==> src/rtl/decoder_scan_ctrl.sv <==
// decoder_scan_ctrl: scans the channels of a captured 4-bit mask through a
// 2-to-4 decoder ({i0,i1} = channel index, en = decoder enable). Each channel
// visit lasts DWELL enabled cycles. It runs either one pass or continuously.
// Optional build macro SCAN_BLANK_EN inserts one blanking cycle (en=0,
// old channel held) on every channel advance.
module decoder_scan_ctrl #(
  parameter int unsigned DWELL = 4
) (
  input  logic       clk,
  input  logic       rst,
  input  logic       start,
  input  logic       stop,
  input  logic       one_shot,
  input  logic [3:0] chan_mask,
  output logic       i0,
  output logic       i1,
  output logic       en,
  output logic       busy,
  output logic       pass_done
);

  typedef enum logic [1:0] {
    ST_IDLE  = 2'd0,
    ST_DRIVE = 2'd1,
    ST_BLANK = 2'd2
  } state_t;

  // Counter value in the final enabled cycle of a visit.
  localparam logic [7:0] LP_LAST = 8'(DWELL - 1);

  state_t     r_state;
  logic [7:0] r_cnt;
  logic [1:0] r_chan;
  logic [3:0] r_mask;
  logic       r_one_shot;
  logic       r_i0, r_i1, r_en, r_busy, r_pass_done;

  state_t     w_state_nxt;
  logic [7:0] w_cnt_nxt;
  logic [1:0] w_chan_nxt;
  logic [3:0] w_mask_nxt;
  logic       w_one_shot_nxt;
  logic       w_en_nxt, w_busy_nxt, w_pass_done_nxt;

  // Lowest set bit of the mask; 0 when the mask is empty.
  function automatic logic [1:0] f_lowest(input logic [3:0] m);
    logic [1:0] r;
    r = 2'd0;
    for (int k = 3; k >= 0; k--) begin
      if (m[k]) r = k[1:0];
    end
    return r;
  endfunction

  // Highest set bit of the mask; 0 when the mask is empty.
  function automatic logic [1:0] f_highest(input logic [3:0] m);
    logic [1:0] r;
    r = 2'd0;
    for (int k = 0; k <= 3; k++) begin
      if (m[k]) r = k[1:0];
    end
    return r;
  endfunction

  // Next higher set bit above cur, wrapping to the lowest set bit.
  function automatic logic [1:0] f_next(input logic [3:0] m, input logic [1:0] cur);
    logic [1:0] r;
    int         c;
    c = int'(cur);
    r = f_lowest(m);
    for (int k = 3; k >= 0; k--) begin
      if (m[k] && (k > c)) r = k[1:0];
    end
    return r;
  endfunction

  // Next-state logic and next values of the registered outputs.
  always_comb begin
    w_state_nxt    = r_state;
    w_cnt_nxt      = r_cnt;
    w_chan_nxt     = r_chan;
    w_mask_nxt     = r_mask;
    w_one_shot_nxt = r_one_shot;
    case (r_state)
      ST_IDLE: begin
        if (start && !stop && (chan_mask != 4'b0000)) begin
          w_state_nxt    = ST_DRIVE;
          w_cnt_nxt      = 8'd0;
          w_chan_nxt     = f_lowest(chan_mask);
          w_mask_nxt     = chan_mask;
          w_one_shot_nxt = one_shot;
        end else begin
          w_state_nxt = ST_IDLE;
          w_cnt_nxt   = 8'd0;
          w_chan_nxt  = 2'd0;
        end
      end
      ST_DRIVE: begin
        if (stop) begin
          w_state_nxt = ST_IDLE;
          w_cnt_nxt   = 8'd0;
          w_chan_nxt  = 2'd0;
        end else if (r_cnt != LP_LAST) begin
          w_cnt_nxt = r_cnt + 8'd1;
        end else if (r_one_shot && (r_chan == f_highest(r_mask))) begin
          // Single pass complete: straight to IDLE, never blanked.
          w_state_nxt = ST_IDLE;
          w_cnt_nxt   = 8'd0;
          w_chan_nxt  = 2'd0;
        end else begin
`ifdef SCAN_BLANK_EN
          // Hold the old channel for one blank cycle before advancing.
          w_state_nxt = ST_BLANK;
          w_cnt_nxt   = 8'd0;
`else
          w_state_nxt = ST_DRIVE;
          w_cnt_nxt   = 8'd0;
          w_chan_nxt  = f_next(r_mask, r_chan);
`endif
        end
      end
      ST_BLANK: begin
        if (stop) begin
          w_state_nxt = ST_IDLE;
          w_cnt_nxt   = 8'd0;
          w_chan_nxt  = 2'd0;
        end else begin
          w_state_nxt = ST_DRIVE;
          w_cnt_nxt   = 8'd0;
          w_chan_nxt  = f_next(r_mask, r_chan);
        end
      end
      default: begin
        w_state_nxt = ST_IDLE;
        w_cnt_nxt   = 8'd0;
        w_chan_nxt  = 2'd0;
      end
    endcase

    w_en_nxt        = (w_state_nxt == ST_DRIVE);
    w_busy_nxt      = (w_state_nxt != ST_IDLE);
    w_pass_done_nxt = w_en_nxt && (w_cnt_nxt == LP_LAST) &&
                      (w_chan_nxt == f_highest(w_mask_nxt));
  end

  // State, captured configuration and registered outputs.
  always_ff @(posedge clk) begin
    if (rst) begin
      r_state     <= ST_IDLE;
      r_cnt       <= 8'd0;
      r_chan      <= 2'd0;
      r_mask      <= 4'b0000;
      r_one_shot  <= 1'b0;
      r_i0        <= 1'b0;
      r_i1        <= 1'b0;
      r_en        <= 1'b0;
      r_busy      <= 1'b0;
      r_pass_done <= 1'b0;
    end else begin
      r_state     <= w_state_nxt;
      r_cnt       <= w_cnt_nxt;
      r_chan      <= w_chan_nxt;
      r_mask      <= w_mask_nxt;
      r_one_shot  <= w_one_shot_nxt;
      r_i0        <= w_chan_nxt[1];
      r_i1        <= w_chan_nxt[0];
      r_en        <= w_en_nxt;
      r_busy      <= w_busy_nxt;
      r_pass_done <= w_pass_done_nxt;
    end
  end

  assign i0        = r_i0;
  assign i1        = r_i1;
  assign en        = r_en;
  assign busy      = r_busy;
  assign pass_done = r_pass_done;

endmodule

==> config.mk <==
export PLATFORM = sky130hd
export DESIGN_NAME = decoder_scan_ctrl
export DESIGN_NICKNAME = d
export VERILOG_FILES = /design/src/rtl/decoder_scan_ctrl.sv
export SDC_FILE = /design/constraint.sdc
export NUM_CORES = 1
export LEC_CHECK = 0
export CAP_MARGIN = 20
export CELL_PAD_IN_SITES_DETAIL_PLACEMENT = 1
export CELL_PAD_IN_SITES_GLOBAL_PLACEMENT = 2
export CORE_UTILIZATION = 29
export DETAILED_ROUTE_END_ITERATION = 16
export GPL_TIMING_DRIVEN = 0
export PLACE_DENSITY = 0.81
export SYNTH_ARGS = -nofsm -noshare
export SYNTH_HDL_FRONTEND = slang
export SYNTH_SLANG_ARGS = --single-unit
==> constraint.sdc <==
create_clock -name clk -period 1.9 [get_ports clk]
set_input_delay 0.19 -clock clk [delete_from_list [all_inputs] [get_ports clk]]
set_output_delay 0.19 -clock clk [all_outputs]
set_load 0.03 [all_outputs]
======== After elaboration in Yosys (flattened, before gate mapping) ========
Index checks and enable logic that the tools add are counted.
cells by class
  $add $sub $neg .......................... 1
  $lt $le $gt $ge ......................... 3
  equal/unequal tests ..................... 7
  muxes and demuxes ....................... 37
  reductions and logical operators ........ 13
operators by type and width
  operator               count
  $mux W2                25
  $mux W8                3
  $pmux W2 S3            2
  $add A8 B1 Y8 const B  1
  $eq A8 B2 Y1 const B   1
  $logic_and A1 B1 Y1    8
  $mux W4                2
  $ne A8 B2 Y1 const B   1
  $mux W1                5
  $eq A2 B1 Y1 const B   2
  $eq A2 B2 Y1           2
  $gt A2 B2 Y1 const A   2
  $reduce_bool A4 Y1     1
  $eq A2 B2 Y1 const B   1
  $gt A1 B2 Y1 const A   1
  $logic_not A2 Y1       1
  $reduce_and A2 Y1      1
  $reduce_bool A2 Y1     1
  $logic_not A1 Y1       1
word-level totals
  register bits ........................... 22
  bits of input ports ..................... 9
  output and inout bits ................... 5
  word-level logic and storage cells ...... 72

======== Logic depth before layout (Yosys ltp) ========
Gate-level depths: netlist of the first run.
  depth in word-level cells ............... 15
  mapped depth ............................ 8
  depth with buffers taken out ............ 7

======== Worst setup path after synthesis of the first run ========
No wires, ideal clock.
  kind .................................... flip-flop to flip-flop
  start ................................... reg r_cnt[0]
  end ..................................... reg r_pass_done, in the netlist pass_done
  library setup time ...................... 88 ps
  arrival time ............................ 1,720 ps
  data required time ...................... 1,812 ps
  path slack .............................. 93 ps
  cell stages (with the launch flop) ...... 9
  clock period less this slack ............ 1,807 ps
  path through ............................ dfxtp_1 > ha_1 > clkbuf_1 > nand2_1 > or2_2 > a21oi_1 > a21oi_1 > nand4b_1 > nor4_2
on the way
  word-level cells in the longest chain between the ends .. 7
ends and longest elaborated chain
  element                                        line      text
  from (decl)                                    32        logic [7:0] r_cnt;
  from (signal assigned)                         161       r_cnt <= w_cnt_nxt;
  $add A8 B1 Y8 or $ne A8 B2 Y1 (tied branches)  104, 103
  $mux W8 or $mux W2 (tied branches)             103       end else if (r_cnt != LP_LAST) begin
  $mux W8 or $mux W2 (tied branches)             99        if (stop) begin
  $mux W8 or $pmux W2 S3 (tied branches)         -
  $eq A8 B2 Y1 or $eq A2 B1 Y1 (tied branches)   142, 140
  $logic_and A1 B1 Y1                            142       w_pass_done_nxt = w_en_nxt && (w_cnt_nxt == LP_LAST) &&
  $logic_and A1 B1 Y1 *                          142
  to (signal assigned)                           169       r_pass_done <= w_pass_done_nxt;
  to (decl)                                      36        logic r_i0, r_i1, r_en, r_busy, r_pass_done;
Every way passes the cells marked *; elsewhere a longest branch is shown, timed or not.
A chain may end at the register's enable or synchronous reset.

======== Worst setup path in the final report of the first run ========
  start ................................... reg r_cnt[2]
  end ..................................... reg r_chan[0]
on the way
  word-level cells in the longest chain between the ends .. 4
ends and longest elaborated chain
  element               line  text
  $ne A8 B2 Y1          103
  $mux W2               103
  $mux W2               99
  $pmux W2 S3           84    case (r_state)
  to (signal assigned)  162   r_chan <= w_chan_nxt;
  to (decl)             33    logic [1:0] r_chan;
Every way passes these cells.

==> summary.md, run 1 <==
| Metric | Value |
|---|---|
| Fin Hold WS | 0.5014 ns |
| Area share of xor/xnor cells in the synthesized design | 6.147% |
| NetSw | 0.0002221 W |
| Tcrit/Tclk final | 96.91% |
| Vias in the first global route | 1147 |
| Num ports | 14 |
| Synth Cell Area | 0.001140 mm^2 |
| RSZ-0062 raised after global routing | true |
| Synth Area in Compound Gates | 23.38% |
| Peak supply drop | 0.3652 mV |
| WL/cell | 15.70 um |
| #FFs+latches synth | 20 |
| Critical path class | reg2reg |
| Req. time, crit path | 2.05 ns |
| Synth top area cells | dfxtp_1 (35%), nand2_1 (5.9%), a21oi_1 (4.0%) |
| Clock Latency Late Sink | 0.27 ns |
| Internal Power | 0.0006309 W |
| CTS buffer count | 3 |
| Largest net degree at the start of global routing | 11 |
| Maximum fanout along the worst path | 5 |
| Worst reg2reg path depth | 8 |
| Worst clock skew | 0.002204 ns |
| WL final | 3345 um |
| Hold Fails Final Rpt | 0 |
| Max Fclk | 543.1 MHz |
| Syn avg cell area | 8.381 um^2 |
| Vias per inst | 5.343 |
| Setup violators final | 0 |
| Post-layout min period | 1.841 ns |
| Reg2reg setup slack | 0.06 ns |
| Layout cell share with drive strength beyond 1 | 24.85% |
| Area Growth Syn to Fin | 35.02% |
| Commonest non-fill, non-tap cells in the layout | nand2_1 (18), buf_4 (14), dfxtp_1 (14), clkdlybuf4s50_1 (12), nor2_1 (10) |
| Worst slew margin | 63.26% |
| DRC viols | 0 |
| Sinks on Clock Net | 20 |
| Cell variety after synth | 47 |
| Adder-cell area share of the yosys netlist | 1.098% |
| Most common cell after layout, fill and taps aside | nand2_1 |
| Synth async-reset ratio | 0% |
| Initial antenna violation count | 0 |
| Pins Over Slew Limit | 0 |
| Placed Instance Area | 0.001330 mm^2 |
| Design Area, Final | 0.001539 mm^2 |
| Post-synth top area cell | dfxtp_1 |
| Vias | 1138 |
| Nets@finish | 177 |
| Pre-Repair DR Iteration Count | 4 |
| Hold Path Cell Cnt | 3 |
| Final ANT Viol Nets | 0 |
| Sequential Power Share | 51.5% |
| H-tree level count | 1 |
| PortBufs | 13 |
| Comb pwr share | 14.6% |
| Net Sw Frac | 26.04% |
| Post-detail-place hpwl | 2280 um |
| DIE AREA | 0.004185 mm^2 |
| Worst-margin pin slew | 0.5511 ns |
| Gate Count Post-Synth | 136 |
| Starting Density | 30.67% |
| Clk pwr share | 33.9% |
| CTS tree | done |
| Pwr dens | 554.3 mW/mm^2 |
| Leakage | 0.5139 nW |
| Yosys warning total | 0 |
| Outcome | finished clean |
| HP Class | in2reg |
| Worst setup SP type | register |
| Yosys top cell area share | 35.13% |
| Setup crit end kind | register |
| Diode count | 0 |
| Syn nets | 146 |
| Die Width | 64.70 um |
| Core area | 0.003716 mm^2 |
| DR iter-0 viols | 37 |
| Gpl congestion | 0.7818 |
| GRT Overall Usage | 16.37% |
| Root buf cell | clkbuf_8 |
| Clock slew at reported path FFs | 0.07 ns |
| Bufs on Longest Clock Path | 2 |
| MaxCap Viol Count | 0 |
| Final core utilization | 41.41% |
| Crit path DAT | 1.99 ns |
| Largest family of logic cells by synthesized area | simple AND/OR/NAND/NOR gates |
| Overflow left after global routing | 0 |
| Rows | 22 |
| Die height | 64.70 um |
| Post-synthesis mux area share | 0% |
| Predominant post-synthesis flop cell | dfxtp_1 |
| Sequential area share after synthesis | 35.13% |
| Post-synth EDFFs | 0 |
| First-pass GRT wire length | 5188 um |
| Post-Synth Simple-Gate Area | 31.72% |
## registers in the layout, summed over array words and instances, names as in the netlist
name / count
r_cnt: 8
r_mask: 4
r_chan: 2
r_state: 2
busy: 1
en: 1
pass_done: 1
r_one_shot: 1
## synthesized netlist by cell type (2+ instances only)
library cell,number
inv_1,2
and3_1,2
clkbuf_1,2
a21oi_1,9
nor3b_1,2
xor2_1,5
buf_2,2
nand2b_1,3
o31a_2,2
nand2_1,18
xnor2_1,3
o211ai_1,3
nand3b_1,2
o21ai_0,6
nor3_1,4
or2_1,2
o21ai_1,3
dfxtp_1,20
nand3_1,4
nor2_1,11
a31oi_1,2
nor2b_1,3
o31a_1,2
## kinds of logic after synthesis
logic type	Yosys count
AOI/OAI and AO/OA	38
xor gates and xnor gates	8
adders and majority gates	1
buffers and inverters	6
DFF	20
other	1
and+or+nand+nor	62
## per-stage QoR
step | setup slack, ns | total power [W] | instances | TNS, ns
final | 0.05869 | 0.0008530 | 213 | 0
after global routing | -0.02844 | 0.0008874 | 213 | -0.04920
after CTS | 0.006645 | 0.0008527 | 206 | 0
after detailed placement | -0.4946 | 0.0005518 | 197 | -1.287
after global placement | -0.4758 | 0.0005489 | 197 | -1.143
after floorplan | 0.09256 | 0.0005058 | 136 | 0
## repair_timing
| item | CTS | global route |
|---|---|---|
| buffers inserted | 7 | 7 |
| setup endpoints to repair | 1 | 1 |
| resized for setup | 6 | 14 |
| pin swaps | 4 | 8 |
| hold buffers | 0 | 0 |
| cloned | 0 | 0 |
## final cells by class
class                   count  area, um^2
fillers                   446        2177
multi-input cells         110       765.7
flip-flops and latches     20       410.4
repair buffers             27       237.7
well taps                  48       60.06
clock buffers               3       41.29
plain buffers               3       16.27
inverters                   2       7.507
## power groups by stage
stage / combinational [W] / clock (W) / sequential [W]
global route: 0.000133 / 0.000314 / 0.000441
floorplan: 0.0000540 / 0 / 0.000452
detailed placement: 0.000103 / 0 / 0.000449
global placement: 0.000101 / 0 / 0.000448
CTS: 0.000115 / 0.000299 / 0.000439
finish: 0.000124 / 0.000289 / 0.000439
## metal layers
layer	up-vias	global-route usage, %	share of wire [%]
met1	552	18.62	45
met2	15	28.55	50
met4	0	8.333	2.0
met3	7	3.521	3.0
li1	564	-	-
met5	-	0	0
## worst paths after layout
| path | start | end |
|---|---|---|
| worst max register to register | r_cnt[2] | r_chan[0] |
| worst max-delay path | r_cnt[2] | r_chan[0] |
| worst min-delay path | one_shot | r_one_shot |
| worst min register to register | r_mask[0] | r_mask[0] |
## worst max-delay path: stages (launching register included)
cell      delay, ns
dfxtp_2        0.36
nor4_4         0.39
buf_4          0.18
and3_1         0.16
o21ai_1        0.07
o211ai_1       0.28
buf_4          0.17
buf_6          0.08
nor2_2         0.02
Power figures use the tool's default switching activity.
==> run 2: changes to the inputs <==
Settings changed: CTS_CLUSTER_DIAMETER set to 50.
==> results of run 2 <==
Same layout as run 1: the final DEF is identical, and so are final timing and power.
